File: config.mk
export PLATFORM = sky130hd
export DESIGN_NAME = serial_addsub
export DESIGN_NICKNAME = d
export VERILOG_FILES = /design/src/rtl/serial_addsub.sv
export SDC_FILE = /design/constraint.sdc
export NUM_CORES = 1
export LEC_CHECK = 0
export ABC_AREA = 1
export BUFFER_PORTS_ARGS = -buffer_cell sky130_fd_sc_hd__buf_2
export CAP_MARGIN = 20
export CORE_AREA = 4 4 67 69
export DETAILED_ROUTE_END_ITERATION = 16
export DIE_AREA = 0 0 71 73
export GPL_TIMING_DRIVEN = 1
export MAX_ROUTING_LAYER = met4
export PLACE_DENSITY = 0.72
export SKIP_LAST_GASP = 1
export SYNTH_ARGS = -nofsm -noshare
export SYNTH_HDL_FRONTEND = slang
export SYNTH_SLANG_ARGS = --single-unit
File: constraint.sdc
create_clock -name clk -period 1.2 [get_ports clk]
set_input_delay 0.06 -clock clk [delete_from_list [all_inputs] [get_ports clk]]
set_output_delay 0.06 -clock clk [all_outputs]
set_load 0.05 [all_outputs]
File: src/rtl/serial_addsub.sv
// Multi-cycle adder/subtractor: a DIGIT-bit full-adder chain reused over WIDTH/DIGIT beats
// with a carry register between beats and a start/busy/done handshake.
module serial_addsub #(
  parameter int unsigned WIDTH = 8,
  parameter int unsigned DIGIT = 1
) (
  input  logic             clk,
  input  logic             rst_n,
  input  logic             start,
  input  logic             sub,
  input  logic             cin,
  input  logic [WIDTH-1:0] a,
  input  logic [WIDTH-1:0] b,
  output logic             busy,
  output logic             done,
  output logic [WIDTH-1:0] sum,
  output logic             cout,
  output logic             ovf
);

  localparam int unsigned N  = WIDTH / DIGIT;
  localparam int unsigned CW = (N > 1) ? $clog2(N) : 1;

  typedef enum logic [1:0] {IDLE, RUN, DONE} state_t;

  state_t           state, state_next;
  logic [WIDTH-1:0] a_sr, a_sr_next;
  logic [WIDTH-1:0] b_sr, b_sr_next;
  logic [WIDTH-1:0] res_sr, res_sr_next;
  logic             carry, carry_next;
  logic [CW-1:0]    cnt, cnt_next;
  logic [WIDTH-1:0] sum_next;
  logic             cout_next, ovf_next, busy_next, done_next;

  logic [DIGIT-1:0] chain_sum;
  logic             chain_cout;
  logic             chain_top_cin;

  // DIGIT chained full-adder cells on the low bits of the operand shift registers
  always_comb begin
    logic cc;
    cc            = carry;
    chain_sum     = '0;
    chain_top_cin = 1'b0;
    for (int i = 0; i < int'(DIGIT); i++) begin
      if (i == int'(DIGIT) - 1) chain_top_cin = cc;
      chain_sum[i] = a_sr[i] ^ b_sr[i] ^ cc;
      cc           = (a_sr[i] & b_sr[i]) | (cc & (a_sr[i] ^ b_sr[i]));
    end
    chain_cout = cc;
  end

  always_ff @(posedge clk) begin
    if (!rst_n) state <= IDLE;
    else        state <= state_next;
  end

  always_comb begin
    state_next  = state;
    a_sr_next   = a_sr;
    b_sr_next   = b_sr;
    res_sr_next = res_sr;
    carry_next  = carry;
    cnt_next    = cnt;
    sum_next    = sum;
    cout_next   = cout;
    ovf_next    = ovf;
    case (state)
      IDLE: begin
        if (start) begin
          a_sr_next  = a;
          b_sr_next  = sub ? ~b : b;
          carry_next = sub ? 1'b1 : cin;
          cnt_next   = '0;
          state_next = RUN;
        end
      end
      RUN: begin
        a_sr_next   = a_sr >> DIGIT;
        b_sr_next   = b_sr >> DIGIT;
        res_sr_next = WIDTH'({chain_sum, res_sr} >> DIGIT);
        carry_next  = chain_cout;
        cnt_next    = cnt + CW'(1);
        if (cnt == CW'(N - 1)) begin
          sum_next   = res_sr_next;
          cout_next  = chain_cout;
          ovf_next   = chain_top_cin ^ chain_cout;
          state_next = DONE;
        end
      end
      DONE: state_next = IDLE;
      default: state_next = IDLE;
    endcase
    busy_next = (state_next == RUN);
    done_next = (state_next == DONE);
  end

  always_ff @(posedge clk) begin
    if (!rst_n) begin
      a_sr   <= '0;
      b_sr   <= '0;
      res_sr <= '0;
      carry  <= 1'b0;
      cnt    <= '0;
      sum    <= '0;
      cout   <= 1'b0;
      ovf    <= 1'b0;
      busy   <= 1'b0;
      done   <= 1'b0;
    end else begin
      a_sr   <= a_sr_next;
      b_sr   <= b_sr_next;
      res_sr <= res_sr_next;
      carry  <= carry_next;
      cnt    <= cnt_next;
      sum    <= sum_next;
      cout   <= cout_next;
      ovf    <= ovf_next;
      busy   <= busy_next;
      done   <= done_next;
    end
  end

endmodule

==> impl_metrics.ini <==
[sta]
finalCritPeriodShare = 1.01
finClkSkew_ns = 0.0106
setup_ws_ns = -0.00639
clock.fmax_mhz = 829
finalSetupViolations = 3
setup_tns_ns = -0.0111
slew_headroom = 0.814
drv_slew = 0
tightest_slew_ns = 0.277
rsz0062_at_grt = yes
finalCriticalPeriod_ns = 1.21
hold_violations = 0

[grt]
top_usage_layer = met2
grt_usage = 0.165
antenna_found_initial = 0
overflow = 0
grt_max_degree = 29
grt_pass1_vias = 1524
gr-usage-met1 = 0.204
met3_usage = 0.0358
grt_use_met2 = 0.255
grt_pass1_wl_um = 6640

[final_layout]
antennaDiodeCount = 0
stdcell_count = 351
fillerInstances = 368
drive_gt1_frac = 0.262
syn_to_final_growth_pct = 23.4
nets = 324

[critical_path]
crit_required_ns = 1.44
critPathSlowestCell = dfxtp_2
worstPathArrival_ns = 1.45
crit_path_end_kind = flop
critPathMaxFanout = 8
path_cells = ha_4, ha_4, nand2_4, nor2_4, buf_6, o21ai_1, a21oi_1
crit_top_cell = ha_4
path_class = reg -> reg
max_stage_delay_ns = 0.36
start_kind = flop

[die]
die_area_sq_um = 5180
row_count = 23
die_h_um = 73
io_pins = 33
core_sq_um = 3910
die_w_um = 71
initial_utilization = 0.475

[route]
route.detailed.drc = 0
avgRoutedWirePerCell_um = 11.1
dr.pass1.iters = 4
vias = 1671
wl_um = 3900
antenna_left = 0
drt_iter0_markers = 62
avgViaCountPerCell = 4.76

[placement]
place_inst = 338
routabilityCongestion = 0.779
io_buffer_count = 32
hpwl_um = 2590

[clock_tree]
cts.sinks = 41
cts_buffer_depth = 2
cts_buffers = 5
cts_tree = yes
clk_pin_slew_ns = 0.08
htreeDepth = 2
insertion_delay_ns = 0.30
cts_root_buffer = clkbuf_8

[synth]
ys_seq_elements = 41
yosysWarnings = 0
syn_inst = 257
syn_nets = 281
yosys.area.top_type_share = 0.441
syn_area_sq_um = 1860
synth_seq_area_share = 0.441
synth_top_area_cell = dfxtp_1
synth_cell_types = 22
avgSynthCellArea_sq_um = 7.23
synthTopCellsByArea = dfxtp_1 44%, nand2_1 12%, nor2_1 8.7%, nand3_1 7.5%, o21ai_0 4.8%

[power]
internal_power_mw = 2.04
pwr-share-seq = 0.526
power.density_nw_per_um2 = 1210
swShare = 0.269
p_leak_nw = 1.16
p_clk_frac = 0.345
peakVddDrop_mv = 0.802
pwr-share-comb = 0.129
power.switching_mw = 0.748

[run_status]
failed_checks = setup timing
status = complete, but fails checks

[worst_hold_path]
min_path_type = in -> reg

[run]
max_cap_violations = 0
synthesized netlist by cell type, drive strengths merged:
cell    count
xor2        1
dfxtp      41
nand3      28
fa          1
ha          2
inv        26
nor2       49
xnor2       1
nand2      62
and3        2
o21ai      18
a21oi      15
clkbuf      2
buf         9
registers in the layout, indices dropped and copies added, names as in the netlist:
register  flops
a_sr          8
b_sr          8
busy          1
carry         1
cnt           3
cout          1
done          1
ovf           1
res_sr        7
state         2
sum           8
path summary, 6_finish.rpt:
path                     startpoint                   end  slack (ns)  depth (start not counted)
min                            b[7]  b_sr[7]$_SDFFE_PN0P_        0.03                          4
max             cnt[0]$_SDFFE_PN0P_   sum[2]$_SDFFE_PN0P_      -0.006                          7
min reg2reg  res_sr[2]$_SDFFE_PN0P_   sum[1]$_SDFFE_PN0P_        0.48                          2
max reg2reg     cnt[0]$_SDFFE_PN0P_   sum[2]$_SDFFE_PN0P_      -0.006                          7
metrics by stage:
stage / worst slack (ns) / power, mW / util / hold slack, ns / instance area, sq um
6_report: -0.00639 / 2.78 / 0.586 / 0.0344 / 2290
5_1_grt: -0.0959 / 2.92 / 0.586 / 0.0526 / 2290
4_1_cts: 0.00161 / 2.81 / 0.577 / 0.0326 / 2260
3_5_place_dp: -0.249 / 1.84 / 0.532 / 0.315 / 2080
3_3_place_gp: -0.190 / 1.84 / 0.532 / 0.312 / 2080
2_1_floorplan: -0.0151 / 1.74 / - / 0.198 / 1860
routing by layer:
| layer | part of all wire | up-vias |
|---|---|---|
| met3 | 0.055 | 8 |
| li1 | - | 891 |
| met1 | 0.47 | 738 |
| met2 | 0.46 | 34 |
| met4 | 0.021 | 0 |
| met5 | 0 | - |
power groups by stage:
stage	combinational [mW]	sequential (mW)	clock (mW)
floorplan	0.248	1.49	0
global placement	0.344	1.49	0
detailed placement	0.348	1.49	0
CTS	0.358	1.47	0.985
global route	0.410	1.47	1.03
finish	0.360	1.46	0.959
cells in the final DEF, fill, tap and decap left out:
cell type,synthesis,layout
dfxtp_2,0,3
a21oi_2,0,2
o21ai_0,18,8
fa_2,0,1
nor2_2,5,4
buf_12,0,1
dfxtp_4,0,1
clkbuf_8,0,6
o21ai_1,0,8
a21oi_1,15,13
nand2_4,4,5
dlygate4sd3_1,0,1
inv_2,1,1
nand3_1,28,28
inv_1,24,23
buf_4,2,10
xnor2_1,1,1
nor2_4,1,2
nand2_1,57,57
o21ai_2,0,2
inv_6,0,1
nor2_1,43,43
dfxtp_1,41,37
clkinv_2,0,1
clkinv_4,0,1
ha_4,0,2
xor2_1,1,1
buf_2,2,32
buf_6,5,3
and3_1,2,2
inv_4,1,1
critical path, delay by kind of cell, from the launching register on:
| family | cells | cell delay [ns] |
|---|---|---|
| AO/OA/AOI/OAI | 2 | 0.18 |
| adder cells (fa/ha/maj) | 2 | 0.27 |
| AND/OR/NAND/NOR | 2 | 0.18 |
| buffers and inverters | 1 | 0.15 |
| flip-flops | 1 | 0.36 |
cells by family after synthesis:
group | share of synthesized area
buffers and inverters | 0.102
xor gates and xnor gates | 0.00942
DFF | 0.441
AOI/OAI and AO/OA | 0.0888
and+or+nand+nor | 0.334
adders and majority gates | 0.0242
area by class of cell:
type	instances	area, sq um	area share
inverters	26	105	0.0458
clock buffers	6	82.6	0.0360
clock inverters	2	13.8	0.00600
repair buffers	47	299	0.130
multi-input cells	179	902	0.393
flip-flops and latches	41	828	0.361
well taps	50	62.6	0.0273
timing repair:
| action | CTS | global route |
|---|---|---|
| hold endpoints to repair | 1 | 0 |
| resized for setup | 22 | 10 |
| pin swaps | 2 | 4 |
| buffers inserted | 3 | 1 |
| endpoints found under the setup margin | 13 | 34 |
| hold buffers | 1 | 0 |
(Power assumes the default switching activity.)
